[src/rtl/rv32i_pkg.sv]
// ============================================================================
// Module      : rv32i_pkg
// Description : Shared RV32I decode definitions: major opcode constants, the
//               instruction-format enumeration and the decoded-entry record
//               carried through the decode stage storage registers.
// Revision    : 1.0 - initial release
// ============================================================================
`default_nettype none

package rv32i_pkg;

  // Width of the PC field held inside a decoded entry. The decode stage PC_W
  // parameter must match this value.
  localparam int unsigned c_DEC_PC_W = 32;

  // RV32I major opcodes (instr[6:0])
  localparam logic [6:0] c_OP_LUI    = 7'b0110111;
  localparam logic [6:0] c_OP_AUIPC  = 7'b0010111;
  localparam logic [6:0] c_OP_JAL    = 7'b1101111;
  localparam logic [6:0] c_OP_JALR   = 7'b1100111;
  localparam logic [6:0] c_OP_BRANCH = 7'b1100011;
  localparam logic [6:0] c_OP_LOAD   = 7'b0000011;
  localparam logic [6:0] c_OP_STORE  = 7'b0100011;
  localparam logic [6:0] c_OP_IMM    = 7'b0010011;
  localparam logic [6:0] c_OP_REG    = 7'b0110011;
  localparam logic [6:0] c_OP_FENCE  = 7'b0001111;
  localparam logic [6:0] c_OP_SYSTEM = 7'b1110011;

  typedef enum logic [2:0] {
    FMT_R = 3'd0,
    FMT_I = 3'd1,
    FMT_S = 3'd2,
    FMT_B = 3'd3,
    FMT_U = 3'd4,
    FMT_J = 3'd5
  } fmt_e;

  typedef struct packed {
    logic [c_DEC_PC_W-1:0] pc;
    logic [6:0]            opcode;
    logic [4:0]            rd;
    logic [4:0]            rs1;
    logic [4:0]            rs2;
    logic [2:0]            funct3;
    logic [6:0]            funct7;
    fmt_e                  fmt;
    logic [31:0]           imm;
    logic                  illegal;
  } dec_entry_t;

endpackage

`default_nettype wire

[src/rtl/imm_assembler.sv]
// ============================================================================
// Module      : imm_assembler
// Description : Combinational RV32I format classifier and immediate builder.
//   instr   in  32 : raw instruction word
//   fmt     out 3  : format code (R=0 I=1 S=2 B=3 U=4 J=5)
//   imm     out 32 : sign-extended immediate (0 for R and illegal)
//   illegal out 1  : unrecognised opcode or low bits not 2'b11
// Revision    : 1.0 - initial release
// ============================================================================
`default_nettype none

module imm_assembler
  import rv32i_pkg::*;
(
  input  logic [31:0] instr,
  output logic [2:0]  fmt,
  output logic [31:0] imm,
  output logic        illegal
);

  fmt_e w_fmt;
  logic w_s;

  assign w_s = instr[31];
  assign fmt = w_fmt;

  always_comb begin
    w_fmt   = FMT_R;
    imm     = 32'h0;
    illegal = 1'b0;
    case (instr[6:0])
      c_OP_LUI, c_OP_AUIPC: begin
        w_fmt = FMT_U;
        imm   = {instr[31:12], 12'b0};
      end
      c_OP_JAL: begin
        w_fmt = FMT_J;
        imm   = {{11{w_s}}, instr[31], instr[19:12], instr[20], instr[30:21], 1'b0};
      end
      c_OP_JALR, c_OP_LOAD, c_OP_IMM, c_OP_FENCE, c_OP_SYSTEM: begin
        w_fmt = FMT_I;
        imm   = {{20{w_s}}, instr[31:20]};
      end
      c_OP_BRANCH: begin
        w_fmt = FMT_B;
        imm   = {{19{w_s}}, instr[31], instr[7], instr[30:25], instr[11:8], 1'b0};
      end
      c_OP_STORE: begin
        w_fmt = FMT_S;
        imm   = {{20{w_s}}, instr[31:25], instr[11:7]};
      end
      c_OP_REG: begin
        w_fmt = FMT_R;
      end
      default: begin
        illegal = 1'b1;
      end
    endcase
    // Compressed/reserved encodings: every listed opcode already ends in
    // 2'b11, this keeps the rule explicit should the table grow.
    if (instr[1:0] != 2'b11) begin
      w_fmt   = FMT_R;
      imm     = 32'h0;
      illegal = 1'b1;
    end
  end

endmodule

`default_nettype wire

[src/rtl/decode_imm_stage.sv]
// ============================================================================
// Module      : decode_imm_stage
// Description : Registered RV32I decode stage with a one-entry skid buffer.
//   clk, rst (sync, active-high), flush (drop all held/in-flight entries)
//   in_valid/in_ready/in_instr/in_pc : upstream valid/ready handshake
//   out_valid/out_ready              : downstream valid/ready handshake
//   out_pc, out_opcode, out_rd, out_rs1, out_rs2, out_funct3, out_funct7 :
//       raw fields of the held instruction
//   out_fmt, out_imm, out_illegal    : decoded format / immediate / illegal
// Revision    : 1.0 - initial release
// ============================================================================
`default_nettype none

module decode_imm_stage
  import rv32i_pkg::*;
#(
  parameter int PC_W = 32
) (
  input  logic            clk,
  input  logic            rst,
  input  logic            flush,
  input  logic            in_valid,
  output logic            in_ready,
  input  logic [31:0]     in_instr,
  input  logic [PC_W-1:0] in_pc,
  output logic            out_valid,
  input  logic            out_ready,
  output logic [PC_W-1:0] out_pc,
  output logic [6:0]      out_opcode,
  output logic [4:0]      out_rd,
  output logic [4:0]      out_rs1,
  output logic [4:0]      out_rs2,
  output logic [2:0]      out_funct3,
  output logic [6:0]      out_funct7,
  output logic [2:0]      out_fmt,
  output logic [31:0]     out_imm,
  output logic            out_illegal
);

  dec_entry_t  r_main;
  dec_entry_t  r_skid;
  logic        r_main_valid;
  logic        r_skid_valid;

  dec_entry_t  w_new;
  logic [2:0]  w_asm_fmt;
  logic [31:0] w_asm_imm;
  logic        w_asm_illegal;
  logic        w_accept;
  logic        w_main_free;

  imm_assembler u_imm_assembler (
    .instr   (in_instr),
    .fmt     (w_asm_fmt),
    .imm     (w_asm_imm),
    .illegal (w_asm_illegal)
  );

  always_comb begin
    w_new         = '0;
    w_new.pc      = in_pc;
    w_new.opcode  = in_instr[6:0];
    w_new.rd      = in_instr[11:7];
    w_new.rs1     = in_instr[19:15];
    w_new.rs2     = in_instr[24:20];
    w_new.funct3  = in_instr[14:12];
    w_new.funct7  = in_instr[31:25];
    w_new.fmt     = fmt_e'(w_asm_fmt);
    w_new.imm     = w_asm_imm;
    w_new.illegal = w_asm_illegal;
  end

  // in_ready comes straight off the skid valid flop, so it never depends
  // combinationally on out_ready.
  assign in_ready    = !r_skid_valid;
  assign w_accept    = in_valid && in_ready;
  // Main can take a new entry this cycle if it is empty or being consumed.
  assign w_main_free = !r_main_valid || out_ready;

  always_ff @(posedge clk) begin
    if (rst) begin
      r_main       <= '0;
      r_skid       <= '0;
      r_main_valid <= 1'b0;
      r_skid_valid <= 1'b0;
    end else if (flush) begin
      r_main_valid <= 1'b0;
      r_skid_valid <= 1'b0;
    end else if (w_main_free) begin
      if (r_skid_valid) begin
        // Older skid entry goes first; a same-cycle input backfills skid.
        r_main       <= r_skid;
        r_main_valid <= 1'b1;
        if (w_accept) begin
          r_skid <= w_new;
        end
        r_skid_valid <= w_accept;
      end else if (w_accept) begin
        r_main       <= w_new;
        r_main_valid <= 1'b1;
      end else begin
        r_main_valid <= 1'b0;
      end
    end else if (w_accept) begin
      // Main is stalled: park the new entry so upstream is not stalled too.
      r_skid       <= w_new;
      r_skid_valid <= 1'b1;
    end
  end

  assign out_valid   = r_main_valid;
  assign out_pc      = r_main.pc;
  assign out_opcode  = r_main.opcode;
  assign out_rd      = r_main.rd;
  assign out_rs1     = r_main.rs1;
  assign out_rs2     = r_main.rs2;
  assign out_funct3  = r_main.funct3;
  assign out_funct7  = r_main.funct7;
  assign out_fmt     = r_main.fmt;
  assign out_imm     = r_main.imm;
  assign out_illegal = r_main.illegal;

endmodule

`default_nettype wire

[config.mk]
export PLATFORM = sky130hd
export DESIGN_NAME = decode_imm_stage
export DESIGN_NICKNAME = d
export VERILOG_FILES = /design/src/rtl/rv32i_pkg.sv /design/src/rtl/imm_assembler.sv /design/src/rtl/decode_imm_stage.sv
export SDC_FILE = /design/constraint.sdc
export NUM_CORES = 1
export LEC_CHECK = 0
export BUFFER_PORTS_ARGS = -buffer_cell sky130_fd_sc_hd__buf_2
export CORE_MARGIN = 2
export CORE_UTILIZATION = 55
export DETAILED_ROUTE_END_ITERATION = 10
export PLACE_DENSITY_LB_ADDON = 0.2
export RECOVER_POWER = 50
export SLEW_MARGIN = 5
export SYNTH_ARGS = -nofsm -noshare
export SYNTH_HDL_FRONTEND = slang
export SYNTH_SLANG_ARGS = --single-unit
[constraint.sdc]
create_clock -name clk -period 2.3 [get_ports clk]
set_input_delay 0.69 -clock clk [delete_from_list [all_inputs] [get_ports clk]]
set_output_delay 0.69 -clock clk [all_outputs]
set_load 0.005 [all_outputs]
==> results of run 1 <==
## cell type report
class                      count  area [µm²]  share of cell area [%]
sequential                   202        4044                   40.17
clock inverter                 7       85.08                  0.8451
clock buffer                  32       640.6                   6.363
timing repair buffer         200        1077                   10.70
multi-input combinational    681        3966                   39.40
tap                          188       235.2                   2.337
inverter                       5       18.77                  0.1864
## cell usage in the layout, fill, tap and decap left out, types with 11 or more instances in the layout
cell / n
a211oi_1: 77
clkbuf_1: 55
and3_1: 11
nand3_1: 13
nand2_1: 182
buf_2: 122
o21ai_0: 31
a21oi_1: 107
buf_4: 20
clkbuf_16: 24
nor2_1: 93
mux2i_1: 64
dfxtp_1: 202
## how the worst max path moves through the flow
stage,from,end,slack [ns],cells after the start
2_1_floorplan,flush,out_illegal,0.34,5
3_3_place_gp,in_instr[2],r_skid[20],0.1,7
3_5_place_dp,out_ready,r_skid[19],0.09,6
4_1_cts,r_skid_valid,in_ready,0.36,2
5_1_grt,r_skid_valid,r_skid[22],0.17,5
6_report,r_skid_valid,r_skid[22],0.30,5
## metal layers
| metal | global-route usage (%) | share of wire, % | up-vias |
|---|---|---|---|
| met4 | 7.111 | 2.1 | 0 |
| li1 | - | - | 3689 |
| met2 | 41.93 | 47 | 214 |
| met1 | 33.77 | 45 | 3475 |
| met3 | 3.965 | 5.4 | 32 |
| met5 | 0 | 0 | - |
## cells by family (layout without fill, tap and decap cells)
kind of cell           after synthesis  after routing  synth area share, %
XOR/XNOR                             1              1               0.1039
multiplexers                        64             64                7.595
AO/OA/AOI/OAI                      277            277                21.21
buffers and inverters               90            244                5.192
flip-flops                         202            202                47.95
AND/OR/NAND/NOR                    339            339                17.95
## metrics by stage
stage | worst slack, ns | total power [mW] | hold slack, ns
finish | 0.2999 | 7.798 | 0.4460
CTS | 0.3599 | 7.870 | 0.4361
floorplan | 0.3388 | 4.079 | 0.4360
global route | 0.1717 | 8.063 | 0.4498
global placement | 0.09819 | 4.355 | 0.4406
detailed placement | 0.09174 | 4.363 | 0.4410
## critical path, stage by stage (launching register included)
cell      delay (ns)
dfxtp_1         0.36
nand2b_1        0.21
or3_2           0.59
nor2_1          0.13
clkbuf_1        0.43
a21oi_1         0.14
## report_power, final
group,internal (mW),leakage (nW),total [mW],switching [mW]
sequential,3.60,1.64,3.65,0.0497
clock,2.16,0.359,3.52,1.37
combinational,0.242,1.73,0.620,0.378
total,6.00,3.73,7.80,1.80
## flip-flops by register name, indices dropped and copies added, names as in the netlist
signal / cells
out_fmt: 3
out_funct3: 3
out_funct7: 7
out_illegal: 1
out_imm: 32
out_opcode: 7
out_pc: 32
out_rd: 5
out_rs1: 5
out_rs2: 5
out_valid: 1
r_skid: 100
r_skid_valid: 1
==> flow_metrics.env, run 1 <==
export IMPL_synth_area_per_cell_um2=8.668
export IMPL_final_core_util_pct=66.72
export IMPL_cts_made_buffers=22
export IMPL_cts_max_path_buffers=3
export IMPL_grt_max_degree=130
export IMPL_grt_pass1_vias=6797
export IMPL_synthesis_nets=1042
export IMPL_seq_area_frac_synth_pct=47.95
export IMPL_fillCellCount=1356
export IMPL_worst_slew_margin_rel_pct=4.107
export IMPL_worst_slew_pin_slew_ns=1.438
export IMPL_crit_path_start_kind="register"
export IMPL_synth_cell_types=56
export IMPL_dieArea_um2=16340
export IMPL_dieHeight_um=127.8
export IMPL_cts_hold_repair_buffers=0
export IMPL_drt_iter0_markers=482
export IMPL_grt_overflow_total=0
export IMPL_hold_class="reg2reg"
export IMPL_synth_cell_area_um2=8434
export IMPL_setup_tns_ns=0
export IMPL_ant_nets=0
export IMPL_cp_data_required_time_ns=2.66
export IMPL_hold_end="out_imm[29]"
export IMPL_vdd_drop_max_uv=618.5
export IMPL_ys_top_cells_by_area="dfxtp_1 48%, nand2_1 8.1%, mux2i_1 7.6%"
export IMPL_ff2ff_path_depth=5
export IMPL_drive_gt1_share_pct=18.37
export IMPL_r2r_start="r_skid_valid"
export IMPL_drv_cap=0
export IMPL_synth_top_area_cell="dfxtp_1"
export IMPL_worstReg2RegEnd="r_skid[22]"
export IMPL_globalplace_congestion=0.9122
export IMPL_syn_inst=973
export IMPL_synthArstFlopShare_pct=0
export IMPL_drc=0
export IMPL_whs_path_depth=2
export IMPL_setup_viol=0
export IMPL_die_x_um=127.8
export IMPL_clk_latency_ns=0.50
export IMPL_grt_pass1_wl_um=34020
export IMPL_fin_area_um2=10070
export IMPL_ys_seq_elements=202
export IMPL_placed_area_um2=9438
export IMPL_reg2reg_setup_slack_ns=0.30
export IMPL_ys_flop_type="dfxtp_1"
export IMPL_final_cells=1315
export IMPL_drt_total_wl_um=20960
export IMPL_rsz0062_at_grt="false"
export IMPL_cts_tree="yes"
export IMPL_post_cts_buffers=0
export IMPL_holdCritStartpoint="out_imm[29]"
export IMPL_period_minus_slack_ns=2.000
export IMPL_io_buffers=170
export IMPL_cts_resized=0
export IMPL_worstSetupPathType="reg2reg"
export IMPL_wl_per_cell_um=15.94
export IMPL_period_share_pct=86.96
export IMPL_end_kind="register"
export IMPL_cts_htree_levels=1
export IMPL_yosysMostFrequentCell="dfxtp_1"
export IMPL_cts_root_buf="clkbuf_16"
export IMPL_dr_pass1_iters=4
export IMPL_antenna_found_initial=0
export IMPL_critPathMaxFanout=12
export IMPL_final_hold_viol_count=0
export IMPL_core_area_um2=15090
export IMPL_num_vias=7410
export IMPL_hpwl_um=13610
export IMPL_drv_slew=0
export IMPL_clkSlewWorstSetupHoldPaths_ns=0.06
export IMPL_ios=171
export IMPL_p_per_area_nw_per_um2=774.6
export IMPL_area_growth_pct=19.36
export IMPL_yosys_warnings=0
export IMPL_synth_edf_count=0
export IMPL_fin_skew_ns=0.01911
export IMPL_synth_top_area_share_pct=47.95
export IMPL_grtUsageTotal_pct=25.07
export IMPL_cts_sink_count=202
export IMPL_vias_per_cell=5.635
export IMPL_rows=45
export IMPL_run_status="finished clean"
export IMPL_power_leakage_nw=3.726
export IMPL_fmax_mhz=500.0
export IMPL_place_inst=1276
export IMPL_synth_common_cells="202 x dfxtp_1, 182 x nand2_1, 107 x a21oi_1"
export IMPL_critPathArrivalTime_ns=2.36
export IMPL_layout_nets=1181
export IMPL_start_util_pct=55.90
export IMPL_n_antenna_cell=0
(Power assumes the default switching activity.)
==> run 2: changes to the inputs <==
Settings changed: CORE_MARGIN 2 to default, CORE_UTILIZATION 55 to 40, SYNTH_HIERARCHICAL from default to 1.
==> flow_metrics.env, run 2 <==
export IMPL_crit_buf_inv=1
export IMPL_rows=58
export IMPL_core_area_um2=25250
export IMPL_antenna_found_initial=2
export IMPL_placed_area_um2=11650
export IMPL_synth_cell_types=43
export IMPL_synthesis_nets=1091
export IMPL_hold_class="in2reg"
export IMPL_ys_top_cells_by_area="dfxtp_1 39%, mux2i_1 19%, a211oi_2 12%"
export IMPL_place_inst=1468
export IMPL_syn_inst=1022
export IMPL_ios=171
export IMPL_rsz0062_at_grt="false"
export IMPL_cts_root_buf="clkbuf_16"
export IMPL_vias_per_cell=5.170
export IMPL_final_cells=1509
export IMPL_dp_slack_ns=-0.06786
export IMPL_fillCellCount=2393
export IMPL_cts_htree_levels=1
export IMPL_yosys_warnings=6
export IMPL_setup_viol=0
export IMPL_cts_resized=0
export IMPL_drt_total_wl_um=26300
export IMPL_cts_hold_repair_buffers=0
export IMPL_layout_common_cells="201 x dfxtp_1, 200 x mux2i_1, 200 x nand2b_1"
export IMPL_num_vias=7802
export IMPL_drv_cap=0
export IMPL_path_cells="buf_6, mux2i_1, a211oi_2"
export IMPL_largest_reg_flops=100
export IMPL_vdd_drop_max_uv=411.0
export IMPL_hpwl_um=17070
export IMPL_synth_common_cells="202 x dfxtp_1, 200 x mux2i_1, 200 x nand2b_1"
export IMPL_start_util_pct=40.95
export IMPL_synth_cell_area_um2=10340
export IMPL_grt_pass1_wl_um=42170
export IMPL_seq_area_frac_synth_pct=39.10
export IMPL_drive_gt1_share_pct=28.84
export IMPL_end_kind="register"
export IMPL_period_share_pct=87.63
export IMPL_die_x_um=162.8
export IMPL_grtUsageTotal_pct=19.82
export IMPL_cts_made_buffers=24
export IMPL_io_buffers=170
export IMPL_area_growth_pct=19.36
export IMPL_dieHeight_um=162.8
export IMPL_post_cts_buffers=0
export IMPL_ys_seq_elements=202
export IMPL_cp_data_required_time_ns=2.67
export IMPL_synthArstFlopShare_pct=0
export IMPL_clkSlewWorstSetupHoldPaths_ns=0.06
export IMPL_worst_slew_margin_rel_pct=34.92
export IMPL_globalplace_congestion=0.8029
export IMPL_cp_top_family="buffers and inverters"
export IMPL_dieArea_um2=26500
export IMPL_layout_nets=1233
export IMPL_worst_slew_pin_slew_ns=0.9762
export IMPL_fin_skew_ns=0.01814
export IMPL_ant_nets=0
export IMPL_drc=0
export IMPL_clk_latency_ns=0.51
export IMPL_critPathMaxStageDelay_ns=0.74
export IMPL_top_register="r_skid"
export IMPL_synth_top_area_cell="dfxtp_1"
export IMPL_p_per_area_nw_per_um2=683.7
export IMPL_drt_iter0_markers=402
export IMPL_power_leakage_nw=4.295
export IMPL_fin_area_um2=12340
export IMPL_crit_path_start_kind="register"
export IMPL_n_antenna_cell=0
export IMPL_yosysMostFrequentCell="dfxtp_1"
export IMPL_dr_pass1_iters=4
export IMPL_synth_edf_count=0
export IMPL_final_common_cell="dfxtp_1"
export IMPL_grt_overflow_total=0
export IMPL_cts_sink_count=202
export IMPL_wl_per_cell_um=17.43
export IMPL_critPathMaxFanout=72
export IMPL_worstSetupPathType="reg2reg"
export IMPL_fin_ws_ns=0.2845
export IMPL_final_hold_viol_count=0
export IMPL_run_status="finished clean"
export IMPL_cts_tree="yes"
export IMPL_fmax_mhz=496.2
export IMPL_cts_max_path_buffers=3
export IMPL_synth_top_area_share_pct=39.10
export IMPL_ys_flop_type="dfxtp_1"
export IMPL_critPathArrivalTime_ns=2.39
export IMPL_grt_pass1_vias=7713
export IMPL_cpMaxStageDelayCell="buf_6"
export IMPL_final_core_util_pct=48.88
export IMPL_synth_area_per_cell_um2=10.12
export IMPL_period_minus_slack_ns=2.015
export IMPL_grt_max_degree=74
export IMPL_drv_slew=0
-- run 2: cell families after synthesis --
| kind of cell | synth area share (%) |
|---|---|
| flip-flops | 39.10 |
| AND/OR/NAND/NOR | 14.96 |
| multiplexers | 19.36 |
| adder cells (fa/ha/maj) | 0.1089 |
| AO/OA/AOI/OAI | 20.48 |
| buffers and inverters | 5.988 |
-- run 2: metal layers --
| metal | GRT usage (%) | up-vias | wire length, µm |
|---|---|---|---|
| met5 | 0 | - | 10 |
| met4 | 4.036 | 2 | 272 |
| met3 | 3.285 | 24 | 1271 |
| met2 | 32.13 | 149 | 12180 |
| met1 | 27.54 | 3737 | 12570 |
| li1 | - | 3890 | - |
-- run 2: final cells by class --
| type | instances | area (µm²) | share of cell area (%) |
|---|---|---|---|
| well taps | 330 | 412.9 | 3.345 |
| multi-input cells | 716 | 5677 | 45.99 |
| clock buffers | 37 | 700.7 | 5.676 |
| repair buffers | 216 | 1421 | 11.51 |
| clock inverters | 4 | 70.07 | 0.5676 |
| flip-flops and latches | 202 | 4048 | 32.79 |
| inverters | 4 | 15.01 | 0.1216 |
-- run 2: worst reg2reg max path, stage by stage (launching register included) --
cell      delay (ns)
dfxtp_4         0.50
buf_6           0.74
mux2i_1         0.53
a211oi_2        0.12
-- run 2: per-stage QoR --
stage / power [mW] / setup TNS, ns / hold slack (ns)
after floorplan: 4.395 / 0 / 0.4478
after global placement: 4.776 / -0.3772 / 0.4576
after detailed placement: 4.785 / -0.4284 / 0.4628
after CTS: 8.572 / 0 / 0.4193
after global routing: 8.790 / 0 / 0.4108
final: 8.440 / 0 / 0.4084
-- run 2: worst paths after layout --
check                                      to  slack, ns  cells past startpoint          from
worst min register to register     r_skid[24]       0.47                      2    r_skid[24]
worst max register to register  out_funct3[2]       0.28                      3  r_skid_valid
worst min-delay path                out_valid       0.41                      2         flush
worst max-delay path            out_funct3[2]       0.28                      3  r_skid_valid
-- run 2: power by group --
part           internal, mW  switching (mW)  leakage, nW
Sequential             3.63          0.0669         1.65
Combinational         0.443           0.550         2.27
Clock                  2.30            1.45        0.376
